File: config.mk
export PLATFORM = sky130hd
export DESIGN_NAME = csa_stream_accumulator_flat
export DESIGN_NICKNAME = d
export VERILOG_FILES = /design/src/rtl/csa_stream_accumulator_if.sv /design/src/rtl/csa_stream_accumulator.sv /design/src/flat_wrapper.sv
export SDC_FILE = /design/constraint.sdc
export NUM_CORES = 1
export LEC_CHECK = 0
export ABC_AREA = 1
export CELL_PAD_IN_SITES_DETAIL_PLACEMENT = 1
export CELL_PAD_IN_SITES_GLOBAL_PLACEMENT = 1
export CORE_UTILIZATION = 40
export CTS_BUF_LIST = sky130_fd_sc_hd__clkbuf_8
export CTS_CLUSTER_DIAMETER = 120
export DETAILED_ROUTE_END_ITERATION = 10
export GPL_TIMING_DRIVEN = 0
export PLACE_DENSITY = 0.91
export SLEW_MARGIN = 10
export SYNTH_ARGS = -nofsm -noshare
export SYNTH_HDL_FRONTEND = slang
export SYNTH_SLANG_ARGS = --single-unit
File: constraint.sdc
create_clock -name clk -period 1.54 [get_ports clk]
set_input_delay 0.385 -clock clk [delete_from_list [all_inputs] [get_ports clk]]
set_output_delay 0.385 -clock clk [all_outputs]
set_load 0.01 [all_outputs]
File: src/rtl/csa_stream_accumulator_if.sv
// Operand and result streams of the carry-save stream accumulator.
interface csa_stream_accumulator_if #(
  parameter int N = 4,
  parameter int M = 8
);
  localparam int W  = N + $clog2(M);
  localparam int CW = $clog2(M + 1);

  logic          in_valid;
  logic          in_ready;
  logic [N-1:0]  in_data;
  logic          in_last;
  logic          out_valid;
  logic          out_ready;
  logic [W-1:0]  out_data;
  logic [CW-1:0] out_count;

  modport master (
    output in_valid, in_data, in_last, out_ready,
    input  in_ready, out_valid, out_data, out_count
  );

  modport slave (
    input  in_valid, in_data, in_last, out_ready,
    output in_ready, out_valid, out_data, out_count
  );
endinterface

File: src/rtl/csa_stream_accumulator.sv
// Sequential multi-operand adder: operands are folded into a carry-save pair
// one per cycle, then the pair is resolved by iterative carry propagation.
//
//   state   | meaning
//   --------+-------------------------------------------------------------
//   ACCUM   | accepting operands, 3:2 compression into (s, c)
//   RESOLVE | folding c into s one carry step per cycle until c == 0
//   DONE    | result held in s until the downstream takes it
module csa_stream_accumulator #(
  parameter int N      = 4,
  parameter int M      = 8,
  parameter bit SIGNED = 1'b0
) (
  input logic                      clk,
  input logic                      rst_n,
  csa_stream_accumulator_if.slave  bus
);
  localparam int W  = N + $clog2(M);
  localparam int CW = $clog2(M + 1);

  typedef enum logic [1:0] {
    ACCUM   = 2'd0,
    RESOLVE = 2'd1,
    DONE    = 2'd2
  } state_t;

  state_t        state;
  state_t        state_next;
  logic [W-1:0]  s;
  logic [W-1:0]  c;
  logic [W-1:0]  x;
  logic [CW-1:0] cnt;
  logic          out_valid_q;
  logic          accept;
  logic          batch_end;
  logic          take;

  assign accept    = (state == ACCUM) && bus.in_valid;
  assign batch_end = bus.in_last || (cnt == CW'(M - 1));
  // The result is only handed over once out_valid is visible, so the handshake
  // is qualified by the registered valid rather than the state alone.
  assign take      = (state == DONE) && out_valid_q && bus.out_ready;

  // Operand extension to the result width.
  always_comb begin
    x = '0;
    if (SIGNED)
      x = {{(W-N){bus.in_data[N-1]}}, bus.in_data};
    else
      x = {{(W-N){1'b0}}, bus.in_data};
  end

  // State register.
  always_ff @(posedge clk or negedge rst_n) begin
    if (!rst_n)
      state <= ACCUM;
    else
      state <= state_next;
  end

  // Next-state logic.
  always_comb begin
    state_next = state;
    case (state)
      ACCUM:   if (accept && batch_end) state_next = RESOLVE;
      RESOLVE: if (c == '0)             state_next = DONE;
      DONE:    if (take)                state_next = ACCUM;
      default:                          state_next = ACCUM;
    endcase
  end

  // Output decode; result fields read as zero while no result is offered.
  always_comb begin
    bus.in_ready  = (state == ACCUM);
    bus.out_valid = out_valid_q;
    bus.out_data  = out_valid_q ? s   : '0;
    bus.out_count = out_valid_q ? cnt : '0;
  end

  // Carry-save datapath, operand count and the registered result-valid flag.
  always_ff @(posedge clk or negedge rst_n) begin
    if (!rst_n) begin
      s           <= '0;
      c           <= '0;
      cnt         <= '0;
      out_valid_q <= 1'b0;
    end else begin
      out_valid_q <= (state == DONE) && !take;
      case (state)
        ACCUM: begin
          if (accept) begin
            s   <= s ^ c ^ x;
            c   <= ((s & c) | (s & x) | (c & x)) << 1;
            cnt <= cnt + CW'(1);
          end
        end
        RESOLVE: begin
          if (c != '0) begin
            s <= s ^ c;
            c <= (s & c) << 1;
          end
        end
        DONE: begin
          if (take) begin
            s   <= '0;
            c   <= '0;
            cnt <= '0;
          end
        end
        default: begin
          s   <= '0;
          c   <= '0;
          cnt <= '0;
        end
      endcase
    end
  end
endmodule

File: src/flat_wrapper.sv
// flat-port wrapper written by rule: the top's interface ports become plain ports
module csa_stream_accumulator_flat 
#(
  parameter int N      = 4,
  parameter int M      = 8,
  parameter bit SIGNED = 1'b0
)
  (clk, rst_n, bus_in_valid, bus_in_data, bus_in_last, bus_out_ready, bus_in_ready, bus_out_valid, bus_out_data, bus_out_count);
  csa_stream_accumulator_if #(.N(N), .M(M)) bus_i ();
  input logic clk;
  input logic rst_n;
  input wire logic [$bits(bus_i.in_valid)-1:0] bus_in_valid;
  input wire logic [$bits(bus_i.in_data)-1:0] bus_in_data;
  input wire logic [$bits(bus_i.in_last)-1:0] bus_in_last;
  input wire logic [$bits(bus_i.out_ready)-1:0] bus_out_ready;
  output wire logic [$bits(bus_i.in_ready)-1:0] bus_in_ready;
  output wire logic [$bits(bus_i.out_valid)-1:0] bus_out_valid;
  output wire logic [$bits(bus_i.out_data)-1:0] bus_out_data;
  output wire logic [$bits(bus_i.out_count)-1:0] bus_out_count;
  assign bus_i.in_valid = bus_in_valid;
  assign bus_i.in_data = bus_in_data;
  assign bus_i.in_last = bus_in_last;
  assign bus_i.out_ready = bus_out_ready;
  assign bus_in_ready = bus_i.in_ready;
  assign bus_out_valid = bus_i.out_valid;
  assign bus_out_data = bus_i.out_data;
  assign bus_out_count = bus_i.out_count;
  csa_stream_accumulator #(.N(N), .M(M), .SIGNED(SIGNED)) u_core (.clk(clk), .rst_n(rst_n), .bus(bus_i));
endmodule
# Yosys cells after proc, flatten, opt, wreduce, memory -nomap -nowiden
# Cells that the tools add are included.
# W data, S select, Z words.
dict set report totals {
  wordCells 51
  register_bits 21
  input_bits 9
}
dict set report classes {
  eq_ne 8
  n_mux 16
  n_reduce_logical 13
  n_bitwise 8
  add_sub_neg 1
}
# cell n
set op_table {}
lappend op_table {{$mux W7} 6}
lappend op_table {{$pmux W7 S3} 2}
lappend op_table {{$and A6 B4 Y6} 2}
lappend op_table {{$mux W4} 3}
lappend op_table {{$or A6 B6 Y6} 2}
lappend op_table {{$pmux W4 S3} 1}
lappend op_table {{$ne A2 B1 Y1 const B} 5}
lappend op_table {{$reduce_and A3 Y1} 3}
lappend op_table {{$logic_not A7 Y1} 1}
lappend op_table {{$reduce_bool A7 Y1} 1}
lappend op_table {{$xor A7 B4 Y7} 1}
lappend op_table {{$xor A7 B7 Y7} 1}
lappend op_table {{$and A6 B6 Y6} 1}
lappend op_table {{$mux W2} 3}
lappend op_table {{$pmux W2 S3} 1}
lappend op_table {{$logic_and A1 B1 Y1} 5}
lappend op_table {{$add A4 B1 Y4 const B} 1}
lappend op_table {{$eq A4 B3 Y1 const B} 1}
lappend op_table {{$eq A2 B1 Y1 const B} 1}
lappend op_table {{$eq A2 B2 Y1 const B} 1}
lappend op_table {{$logic_not A2 Y1} 1}
lappend op_table {{$logic_not A1 Y1} 1}
lappend op_table {{$logic_or A1 B1 Y1} 1}
lappend op_table {{$not A1 Y1} 1}

# Depth between registers and ports, before layout
dict set report logic_depth {
  ltp_word 5
  ltp_mapped 9
  mapped_depth_nobuf 7
}

# Worst setup path before layout
# OpenSTA, ideal clock, no wires.
dict set report synth_path {
  kind {flip-flop to flip-flop}
  from {register u_core.state[1]}
  to {register u_core.c[3]}
  synth_period_minus_slack_ns 1.264
  setup_ns 0.116
  stages_incl_launch_ff 9
  required_time_ns 1.424
  t_arrival_ns 1.147
  path_slack_ns 0.276
  cell_sequence {dfrtp_1 buf_6 nor2_4 nand2_2 nand2_1 inv_2 buf_6 nand3_1 nand2_1}
}
dict set report synth_via {
  elab_cells_between_ends 11
  classes_between {5 x eq/ne; 1 x mux; 5 x reduce/logical}
}
# element line_no
set synth_rtl {}
lappend synth_rtl {{start, declared} csa_stream_accumulator.sv:27} ;# state_t state;
lappend synth_rtl {{start signal, assigned} csa_stream_accumulator.sv:58} ;# state <= state_next;
lappend synth_rtl {{$logic_not A2 Y1 *} n/a}
lappend synth_rtl {{via bus_in_ready} flat_wrapper.sv:16} ;# output wire logic [$bits(bus_i.in_ready)-1:0] bus_in_ready;
lappend synth_rtl {{$logic_and A1 B1 Y1} csa_stream_accumulator.sv:38} ;# assign accept = (state == ACCUM) && bus.in_valid;
lappend synth_rtl {{$ne A2 B1 Y1 (no line)} n/a}
lappend synth_rtl {{$reduce_and A3 Y1 (no line)} n/a}
lappend synth_rtl {{end signal, assigned} csa_stream_accumulator.sv:93} ;# c <= ((s & c) | (s & x) | (c & x)) << 1;
lappend synth_rtl {{end signal, assigned} csa_stream_accumulator.sv:100} ;# c <= (s & c) << 1;
lappend synth_rtl {{end, declared} csa_stream_accumulator.sv:30} ;# logic [W-1:0] c;
# The timed path passes the listed nets; every way through them passes the cells marked *.
# A chain may end at the register's enable or synchronous reset.

# Worst setup path in the final report
dict set report layout_path {
  from {register u_core.out_valid_q (netlist: u_core.bus.out_valid)}
  to {output port bus_out_count[0]}
}
dict set report layout_via {
  elab_chain_cells 1
}
# element line_no
set layout_lines {}
lappend layout_lines {{start, declared} csa_stream_accumulator.sv:33} ;# logic out_valid_q;
lappend layout_lines {{start signal, assigned} csa_stream_accumulator.sv:88} ;# out_valid_q <= (state == DONE) && !take;
lappend layout_lines {{$mux W4} csa_stream_accumulator.sv:77} ;# bus.out_count = out_valid_q ? cnt : '0;
lappend layout_lines {{end, declared} flat_wrapper.sv:19} ;# output wire logic [$bits(bus_i.out_count)-1:0] bus_out_count;
# No other way between the ends.

==> reports/results.tsv <==
metric	value	unit
Via Count	1212	
crit path time final	1.66	ns
hold path cells	2	
fmax	603	MHz
Final Cycle Share	108	%
Max Clock Skew	0.00429	ns
maxcap violations	0	
internal power	1770	µW
Crit Reg-Reg Startpoint	u_core.state[1]	
Static Leak	0.000997	µW
Sequential Power Share	29.4	%
Starting Density	42.5	%
chip width	59.4	µm
IO Count	22	
critical path class	flop to primary output	
first-pass GRT wire length	6240	µm
Crit path required time	1.15	ns
# rows	20	
register area share after synthesis	38.0	%
CP arrival	1.27	ns
worst min path class	flop to flop	
final setup vio count	6	
startpoint types	flop	
HP Start	u_core.c[4]	
violated checks	setup timing	
setup ws final	-0.117	ns
cts bufs inserted	3	
Yosys reg bits	20	
Sw Ratio	47.0	%
setup repair after global routing missed its margin	yes	
initial antenna violation count	0	
CP Launch Point	u_core.bus.out_valid	
Crit. End Element	primary output	
outcome	finished, violations left	
largest net degree at the start of global routing	21	
vias in the first global route	1346	
Layout area overhead	30.5	%
DIE HEIGHT	59.4	µm
Clk pin slew, worst setup/hold paths	0.08	ns
syn_nets	191	
Synth warnings	0	
nets	226	
Die ar.	0.00353	mm²
Combinational Power Share	59.8	%
grt total ovfl	0	
drt initial violations	27	
Clock Power Share	10.8	%
CTS sink count	20	
worst reg-to-reg path cell count	6	
vias per cell	4.87	
core area	0.00310	mm²
count of final hold-check violations	0	
wire per inst	15.6	µm
total track usage	24.1	%
GP Congestion	0.766	
pwr dens	1940	mW/mm²
CTS tree	done	
diode count	0	
dpl ws	-0.425	ns
CP max FO	5	
CTS H-tree lvls	1	
DRC violations left	0	
Max transition margin	35.4	%
Cells after Synth	172	
DP HPWL	2440	µm
Clock Path Buffers	2	
worst skew pair latency	0.26	ns
post-route antenna net violation count	0	
Final Power	3340	µW
synth unique cells	22	
Worst VDD drop	669	µV
Net Sw Power	1570	µW
Worst Tran Pin Value	0.966	ns
Port Buffer Count	21	
Avg Inst Size Synth	7.67	µm²
share of layout cells above drive strength 1	27.8	%
TritonRoute pass-1 iters	4	
drt total wl	3870	µm
area of the mapped netlist	0.00132	mm²
Slew Limit Fails	0	
CTS root buf	clkbuf_8	
## timing repair
action / 4_1_cts / 5_1_grt
gates resized for setup: 55 / 14
hold buffers: 0 / 0
setup endpoints to repair: 13 / 11
pin swaps: 1 / 0
gates cloned: 1 / 0
setup buffers: 7 / 1
## critical path: stages, from the launching register on
cell and delay, ns:
dfrtp_2 0.45, buf_8 0.14, buf_4 0.12, buf_6 0.10, nand2_2 0.05, inv_2 0.04
buf_6 0.11
## worst paths after layout
| check | end | slack [ns] |
|---|---|---|
| hold reg to reg | u_core.c[4] | 0.53 |
| max in group asynchronous | u_core.bus.out_valid | 0.23 |
| setup reg to reg | u_core.cnt[3] | 0.10 |
| hold / removal | u_core.c[4] | 0.53 |
| setup / recovery | bus_out_count[0] | -0.12 |
| min in group asynchronous | u_core.cnt[1] | 0.65 |
## stage by stage
step	cells	TNS (ns)	util [%]	hold WS, ns	instance area, µm²
after floorplan	172	0	-	0.0894	1320
after global routing	249	-0.662	55.4	0.575	1720
after CTS	248	-0.525	54.2	0.524	1680
after detailed placement	237	-7.22	51.0	0.507	1580
final	249	-0.426	55.4	0.532	1720
after global placement	237	-5.63	51.0	0.482	1580
## state kept, by name (all words and copies together), names as in the netlist
register and cells:
u_core.state 2, u_core.c 6, u_core.s 7, u_core.bus.out_valid 1, u_core.cnt 4
## layout make-up
class | count | area [µm²]
buffer | 5 | 61.3
clock buffer | 3 | 41.3
fill | 409 | 1380
inverter | 27 | 101
multi-input combinational | 120 | 686
sequential | 20 | 502
tap | 44 | 55.1
timing repair buffer | 30 | 274
## synth_stat cells
master | count | area (µm²)
nand2_2 | 11 | 68.8
nand3_1 | 17 | 85.1
dfrtp_1 | 20 | 500
o31ai_1 | 1 | 7.51
buf_6 | 2 | 22.5
inv_2 | 3 | 11.3
buf_12 | 1 | 20.0
buf_2 | 1 | 5.00
or2_2 | 1 | 6.26
o21ai_0 | 4 | 20.0
fa_1 | 3 | 60.1
ha_1 | 7 | 87.6
nand2_1 | 60 | 225
clkbuf_1 | 1 | 3.75
o21ai_1 | 1 | 5.00
nand2_4 | 1 | 11.3
nor2_4 | 2 | 22.5
a21oi_1 | 1 | 5.00
nand4_1 | 1 | 6.26
inv_1 | 24 | 90.1
nand4_4 | 1 | 21.3
nor2_1 | 9 | 33.8
## power groups by stage
stage	sequential (µW)	clock, µW	combinational (µW)
global route	1010	380	2200
CTS	960	368	1890
detailed placement	954	0	1690
floorplan	905	0	1190
finish	981	359	2000
global placement	934	0	1580
## layer usage
| layer | vias to the layer above | track usage (%) | wire (µm) |
|---|---|---|---|
| li1 | 591 | - | - |
| met1 | 591 | 28.4 | 1590 |
| met3 | 4 | 2.18 | 118 |
| met4 | 0 | 5.78 | 30 |
| met5 | - | 0 | 0 |
| met2 | 26 | 46.2 | 2140 |
## kinds of logic (layout without fill, tap and decap cells)
family,Yosys count,in the layout,synth area share (%)
adder cells (fa/ha/maj),10,10,11.2
flip-flops,20,20,38.0
buffers and inverters,32,65,11.6
AO/OA/AOI/OAI,7,7,2.85
AND/OR/NAND/NOR,103,103,36.4
## placed cells by master, fill, tap and decap left out
| cell | synthesis | routed |
|---|---|---|
| buf_2 | 1 | 8 |
| nand3_1 | 17 | 17 |
| buf_6 | 2 | 9 |
| o31ai_1 | 1 | 1 |
| clkbuf_8 | 0 | 4 |
| nand4_1 | 1 | 1 |
| a21oi_1 | 1 | 1 |
| clkdlybuf4s50_1 | 0 | 8 |
| dlygate4sd2_1 | 0 | 2 |
| inv_2 | 3 | 6 |
| inv_1 | 24 | 21 |
| fa_1 | 3 | 3 |
| nor2_1 | 9 | 8 |
| or2_2 | 1 | 1 |
| ha_1 | 7 | 7 |
| nand2_4 | 1 | 2 |
| o21ai_1 | 1 | 2 |
| dfrtp_1 | 20 | 19 |
| buf_8 | 0 | 1 |
| nor2_2 | 0 | 1 |
| buf_12 | 1 | 2 |
| nor2_4 | 2 | 2 |
| o21ai_0 | 4 | 3 |
| clkbuf_2 | 0 | 1 |
| nand2_1 | 60 | 55 |
| nand2_2 | 11 | 15 |
| buf_4 | 0 | 3 |
| nand4_4 | 1 | 1 |
| dfrtp_2 | 0 | 1 |
(Power assumes the default switching activity.)
